==> src/rtl/led_frame_scheduler.sv <==
// Sequences the LED double buffer and streams each frame as APA102 bytes.
// Swaps only between frames; optional refresh timer re-sends the current frame.
module led_frame_scheduler #(
    parameter int LEDS           = 200,
    parameter int ADDR_WIDTH     = $clog2(LEDS*3),
    parameter int END_BYTES      = (LEDS+15)/16,
    parameter int REFRESH_CYCLES = 0
) (
    input  logic                  i_clk,
    input  logic                  i_rst,
    input  logic                  i_frame_done,
    output logic                  o_wr_ready,
    output logic                  o_swap,
    output logic [ADDR_WIDTH-1:0] o_rd_addr,
    input  logic [7:0]            i_rd_data,
    input  logic [4:0]            i_brightness,
    output logic [7:0]            o_tx_data,
    output logic                  o_tx_valid,
    input  logic                  i_tx_ready,
    output logic                  o_busy,
    output logic                  o_frame_start,
    output logic                  o_frame_end,
    output logic                  o_frame_dropped
);

    localparam int CNT_MAX = (END_BYTES > 4) ? END_BYTES : 4;
    localparam int CNT_W   = $clog2(CNT_MAX + 1);
    localparam int TMR_W   = (REFRESH_CYCLES > 1) ? $clog2(REFRESH_CYCLES) : 1;
    localparam bit REFRESH_EN = (REFRESH_CYCLES > 0);
    localparam logic [ADDR_WIDTH-1:0] LAST_ADDR  = ADDR_WIDTH'(LEDS*3 - 1);
    localparam logic [CNT_W-1:0]      START_LAST = CNT_W'(3);
    localparam logic [CNT_W-1:0]      END_LAST   = CNT_W'(END_BYTES - 1);
    localparam logic [TMR_W-1:0]      TMR_LAST   = TMR_W'((REFRESH_CYCLES > 0) ? REFRESH_CYCLES - 1 : 0);

    typedef enum logic [2:0] {
        S_IDLE, S_SWAP, S_START, S_HDR, S_RD0, S_RD1, S_DATA, S_END
    } state_t;

    state_t                state_q, state_d;
    logic                  pending_q, pending_d;
    logic                  wr_ready_q;
    logic                  start_q, drop_q;
    logic [CNT_W-1:0]      cnt_q, cnt_d;
    logic [1:0]            col_q, col_d;
    logic [ADDR_WIDTH-1:0] addr_q, addr_d;
    logic [TMR_W-1:0]      tmr_q, tmr_d;
    logic [4:0]            bri_q, bri_d;
    logic [7:0]            data_q, data_d;
    logic                  start_d, drop_d;

    always_comb begin
        state_d     = state_q;
        cnt_d       = cnt_q;
        col_d       = col_q;
        addr_d      = addr_q;
        tmr_d       = '0;
        bri_d       = bri_q;
        data_d      = data_q;
        o_swap      = 1'b0;
        o_tx_valid  = 1'b0;
        o_tx_data   = 8'h00;
        o_frame_end = 1'b0;

        case (state_q)
            S_IDLE: begin
                // A notice arriving in this very cycle already beats refresh expiry.
                if (pending_q || i_frame_done) begin
                    state_d = S_SWAP;
                end else if (REFRESH_EN && tmr_q == TMR_LAST) begin
                    state_d = S_START;
                end else if (REFRESH_EN) begin
                    tmr_d = tmr_q + 1'b1;
                end
            end
            S_SWAP: begin
                o_swap  = 1'b1;
                state_d = S_START;
            end
            S_START: begin
                o_tx_valid = 1'b1;
                if (i_tx_ready) begin
                    if (cnt_q == START_LAST) begin
                        cnt_d   = '0;
                        state_d = S_HDR;
                    end else begin
                        cnt_d = cnt_q + 1'b1;
                    end
                end
            end
            S_HDR: begin
                o_tx_valid = 1'b1;
                o_tx_data  = {3'b111, bri_q};
                if (i_tx_ready) begin
                    col_d   = 2'd0;
                    state_d = S_RD0;
                end
            end
            S_RD0: state_d = S_RD1;
            S_RD1: begin
                data_d  = i_rd_data;
                state_d = S_DATA;
            end
            S_DATA: begin
                o_tx_valid = 1'b1;
                o_tx_data  = data_q;
                if (i_tx_ready) begin
                    if (col_q == 2'd2) begin
                        col_d = 2'd0;
                        if (addr_q == LAST_ADDR) begin
                            state_d = S_END;
                        end else begin
                            addr_d  = addr_q + 1'b1;
                            state_d = S_HDR;
                        end
                    end else begin
                        col_d   = col_q + 1'b1;
                        addr_d  = addr_q + 1'b1;
                        state_d = S_RD0;
                    end
                end
            end
            S_END: begin
                o_tx_valid = 1'b1;
                o_tx_data  = 8'hFF;
                if (i_tx_ready) begin
                    if (cnt_q == END_LAST) begin
                        cnt_d       = '0;
                        o_frame_end = 1'b1;
                        state_d     = S_IDLE;
                    end else begin
                        cnt_d = cnt_q + 1'b1;
                    end
                end
            end
            default: state_d = S_IDLE;
        endcase

        // Both swap-driven and refresh frames latch brightness on START entry.
        start_d = (state_d == S_START) && (state_q != S_START);
        if (start_d) begin
            bri_d  = i_brightness;
            cnt_d  = '0;
            col_d  = 2'd0;
            addr_d = '0;
        end

        pending_d = (state_q == S_SWAP) ? i_frame_done : (pending_q | i_frame_done);
        drop_d    = i_frame_done && pending_q && (state_q != S_SWAP);
    end

    always_ff @(posedge i_clk or posedge i_rst) begin
        if (i_rst) begin
            state_q    <= S_IDLE;
            pending_q  <= 1'b0;
            wr_ready_q <= 1'b1;
            start_q    <= 1'b0;
            drop_q     <= 1'b0;
            cnt_q      <= '0;
            col_q      <= 2'd0;
            addr_q     <= '0;
            tmr_q      <= '0;
            bri_q      <= 5'd0;
            data_q     <= 8'h00;
        end else begin
            state_q    <= state_d;
            pending_q  <= pending_d;
            wr_ready_q <= !pending_d;
            start_q    <= start_d;
            drop_q     <= drop_d;
            cnt_q      <= cnt_d;
            col_q      <= col_d;
            addr_q     <= addr_d;
            tmr_q      <= tmr_d;
            bri_q      <= bri_d;
            data_q     <= data_d;
        end
    end

    assign o_wr_ready      = wr_ready_q;
    assign o_rd_addr       = addr_q;
    assign o_busy          = (state_q != S_IDLE);
    assign o_frame_start   = start_q;
    assign o_frame_dropped = drop_q;

endmodule

==> config.mk <==
export PLATFORM = sky130hd
export DESIGN_NAME = led_frame_scheduler
export DESIGN_NICKNAME = d
export VERILOG_FILES = /design/src/rtl/led_frame_scheduler.sv
export SDC_FILE = /design/constraint.sdc
export NUM_CORES = 1
export LEC_CHECK = 0
export ABC_AREA = 1
export CORE_MARGIN = 3
export CORE_UTILIZATION = 51
export CTS_CLUSTER_DIAMETER = 200
export DETAILED_ROUTE_END_ITERATION = 8
export PLACE_DENSITY = 0.9
export SYNTH_ARGS = -nofsm -noshare
export SYNTH_HDL_FRONTEND = slang
export SYNTH_SLANG_ARGS = --single-unit
==> constraint.sdc <==
create_clock -name i_clk -period 1.9 [get_ports i_clk]
set_input_delay 0.19 -clock i_clk [delete_from_list [all_inputs] [get_ports i_clk]]
set_output_delay 0.19 -clock i_clk [all_outputs]
set_load 0.01 [all_outputs]
==> impl_metrics.yaml <==
status:
  run_status: "finished, final reports clean"
clock_tree:
  clockRootBuffer: "sky130_fd_sc_hd__clkbuf_8"
  worst_skew_pair.late_latency_ns: 0.29
  cts_tree: "yes"
  h-tree-depth: 2
  postCtsHoldBufs: 0
  clock_tree_buf_depth: 2
  clock_sink_count: 36
  cts_made_buffers: 5
  clk_transition_reported_paths_ns: 0.07
timing:
  setup_tns_ns: 0
  final.period_utilization_pct: 95.9
  final-max-slew-violation-count: 0
  worstMarginPinSlew_ns: 0.434
  setup_repair_after_global_routing_missed_its_margin: "no"
  finClkSkew_ns: 0.00484
  postLayoutSetupSlackWorst_ns: 0.0782
  min_period_ns: 1.82
  final_hold_viol_count: 0
  relSlewSlack_pct: 71.1
  setup-violations-final: 0
  max_fclk_mhz: 549
worst_setup_path:
  path_cells: "buf_4, nor2_1, nand2_1, clkdlybuf4s50_1"
  path_delay_family: "buffers and inverters"
  critical_path.slowest_cell: "sky130_fd_sc_hd__clkdlybuf4s50_1"
  critPathMaxFanout: 4
  worstSetupPathType: "reg -> out"
  timing.critical_path.arrival_ns: 1.63
  cp-start-kind: "flop"
  kind_of_end_point_of_the_critical_path: "output port"
  worst-r2r-setup-slack_ns: 0.12
  critical_path_required_time_ns: 1.71
  cpPeakStageDelay_ns: 0.50
  timing.critical_path.buf_inv: 2
synthesis:
  area_of_the_mapped_netlist_um2: 2000
  synthCells: 268
  synthesized_area_per_cell_um2: 7.47
  ys.warnings.count: 0
  synth-seq-area-share_pct: 45.1
  synthDistinctLibCells: 26
  syn-num-nets: 288
  synth-seq-cells: 36
global_route:
  grt_pass1_vias: 1802
  pin_count_of_the_biggest_net_entering_global_routing: 37
  grt_antenna_before_repair: 0
  grt_remaining_overflow: 0
  grt_first_pass_wirelength_um: 7840
  track_usage_pct: 22.7
flow_run:
  timing.max_cap.violations: 0
placement:
  dp_hpwl_um: 3500
  post-place-ws_ns: 0.109
  routabilityCongestion: 0.891
  post_detailed_placement_cell_area_um2: 2490
  numPortBuffers: 41
layout:
  finalInstanceArea_um2: 2640
  num_antenna_cells: 0
  area_growth_pct: 31.9
  numnets_final: 342
  drive_above_1_share_pct: 12.4
route:
  first_pass_iters: 4
  detail_route_antenna_nets: 0
  drt_first_iter_violations: 167
  finalWirelength_um: 5000
  detail_route.vias_per_cell: 5.22
  topRoutingLayerUsed: "met4"
  route.met2.wl_um: 2500
  drt-wirelength-per-cell_um: 13.5
  drc_errors: 0
  detailroute.via_count: 1935
  dr_wl_met3_um: 328
  met1Wirelength_um: 2070
floorplanning:
  core.rowCount: 22
  floorplan.core_area_um2: 3720
  die_height_um: 68.7
  initial_core_util_pct: 53.9
  chipWidth_um: 68.7
  design.die.area_um2: 4710
  io_pins: 42
worst_hold_path:
  timing.hold.worst.class: "in -> async"
power:
  power-per-cell-area_nw_per_um2: 1350
  peak_supply_drop_mv: 0.725
  static-leakage-power_nw: 1.35
## cell usage in the layout, fill, tap and decap left out, types with 3 or more instances in the layout
master	count
sky130_fd_sc_hd__nor3_1	4
sky130_fd_sc_hd__a21oi_1	9
sky130_fd_sc_hd__nand2_2	4
sky130_fd_sc_hd__nor2_1	32
sky130_fd_sc_hd__dfrtp_1	33
sky130_fd_sc_hd__dlygate4sd2_1	4
sky130_fd_sc_hd__o221ai_1	3
sky130_fd_sc_hd__inv_1	32
sky130_fd_sc_hd__dlymetal6s2s_1	3
sky130_fd_sc_hd__buf_4	13
sky130_fd_sc_hd__clkbuf_8	6
sky130_fd_sc_hd__clkdlybuf4s50_1	34
sky130_fd_sc_hd__inv_2	4
sky130_fd_sc_hd__nand3_1	24
sky130_fd_sc_hd__o21ai_0	17
sky130_fd_sc_hd__ha_1	3
sky130_fd_sc_hd__nand2_1	71
sky130_fd_sc_hd__nand4_1	7
## final timing paths
| check | cells past startpoint | endpoint | startpoint |
|---|---|---|---|
| min in group i_clk | 1 | o_wr_ready$_DFF_PP1_ | pending_q$_DFF_PP0_ |
| max in group asynchronous | 3 | o_wr_ready$_DFF_PP1_ | i_rst |
| hold reg to reg | 1 | o_wr_ready$_DFF_PP1_ | pending_q$_DFF_PP0_ |
| hold / removal | 3 | o_rd_addr[5]$_DFFE_PP0P_ | i_rst |
| setup reg to reg | 11 | o_rd_addr[4]$_DFFE_PP0P_ | state_q[0]$_DFF_PP0_ |
| setup / recovery | 4 | o_busy | state_q[1]$_DFF_PP0_ |
## cells by family after synthesis
group / Yosys count / synth area share, %
AOI/OAI and AO/OA: 32 / 9.06
xor gates and xnor gates: 3 / 1.31
adders and majority gates: 3 / 1.88
buffers and inverters: 44 / 9.25
DFF: 36 / 45.1
muxes: 2 / 1.12
and+or+nand+nor: 148 / 32.3
## tightest hold or removal path, stage by stage
cell	delay [ns]
sky130_fd_sc_hd__clkdlybuf4s50_1	0.40
sky130_fd_sc_hd__inv_1	0.05
sky130_fd_sc_hd__buf_4	0.37
## flip-flops by register name (all words and copies together) (netlist names)
signal / flops
data_q: 8
o_rd_addr: 10
col_q: 2
o_frame_start: 1
cnt_q: 4
o_wr_ready: 1
bri_q: 5
state_q: 3
o_frame_dropped: 1
pending_q: 1
## power by group
group / switching (mW) / internal (mW)
Combinational: 1.00 / 0.781
Clock: 0.265 / 0.295
Sequential: 0.184 / 1.05
Total: 1.45 / 2.12
## per-stage QoR
step | power, mW | hold WS, ns | util (%) | std cells
final | 3.57 | 0.285 | 71.1 | 371
after global routing | 3.82 | 0.360 | 71.1 | 371
after CTS | 3.54 | 0.308 | 70.3 | 369
after detailed placement | 2.91 | 0.448 | 66.9 | 358
after global placement | 2.84 | 0.443 | 66.9 | 358
after floorplan | 2.20 | 0.230 | - | 268
## per-layer routing
metal / track usage, % / up-vias
met1: 27.3 / 887
met4: 8.93 / 0
met5: 0 / -
met3: 6.16 / 12
met2: 38.1 / 69
li1: - / 967
## timing repair
action / CTS / global route
setup buffers: 3 / 2
resized for setup: 11 / 4
setup endpoints to repair: 7 / 4
gates cloned: 0 / 0
## cells in the mapped netlist
cell type                  instances  area share (%)
sky130_fd_sc_hd__nand2_1          71              13
sky130_fd_sc_hd__mux2_2            2             1.1
sky130_fd_sc_hd__a21o_1            1            0.38
sky130_fd_sc_hd__nor3_1            4             1.0
sky130_fd_sc_hd__buf_2             4             1.0
sky130_fd_sc_hd__o221ai_1          3             1.3
sky130_fd_sc_hd__o21ai_0          17             4.2
sky130_fd_sc_hd__xor2_1            1            0.44
sky130_fd_sc_hd__ha_1              3             1.9
sky130_fd_sc_hd__nand4_1           7             2.2
sky130_fd_sc_hd__nand3_1          25             6.3
sky130_fd_sc_hd__a21oi_1           9             2.2
sky130_fd_sc_hd__nand2_2           5             1.6
sky130_fd_sc_hd__clkbuf_1          1            0.19
sky130_fd_sc_hd__dfstp_2           1             1.3
sky130_fd_sc_hd__nor2_1           33             6.2
sky130_fd_sc_hd__inv_1            33             6.2
sky130_fd_sc_hd__nor3b_1           1            0.38
sky130_fd_sc_hd__nor2_4            1            0.56
sky130_fd_sc_hd__buf_6             2             1.1
sky130_fd_sc_hd__dfrtp_1          35              44
sky130_fd_sc_hd__nand3_4           1            0.88
sky130_fd_sc_hd__a21oi_2           1            0.44
sky130_fd_sc_hd__o21ai_2           1            0.44
sky130_fd_sc_hd__xnor2_1           2            0.88
sky130_fd_sc_hd__inv_2             4            0.75
## final cells by class
cell class,instances,area (um2)
fillers,282,1070
repair buffers,54,510
flip-flops and latches,36,905
multi-input cells,188,935
inverters,37,141
clock buffers,8,90.1
well taps,48,60.1
No activity file was read; power rests on OpenSTA's default activity.
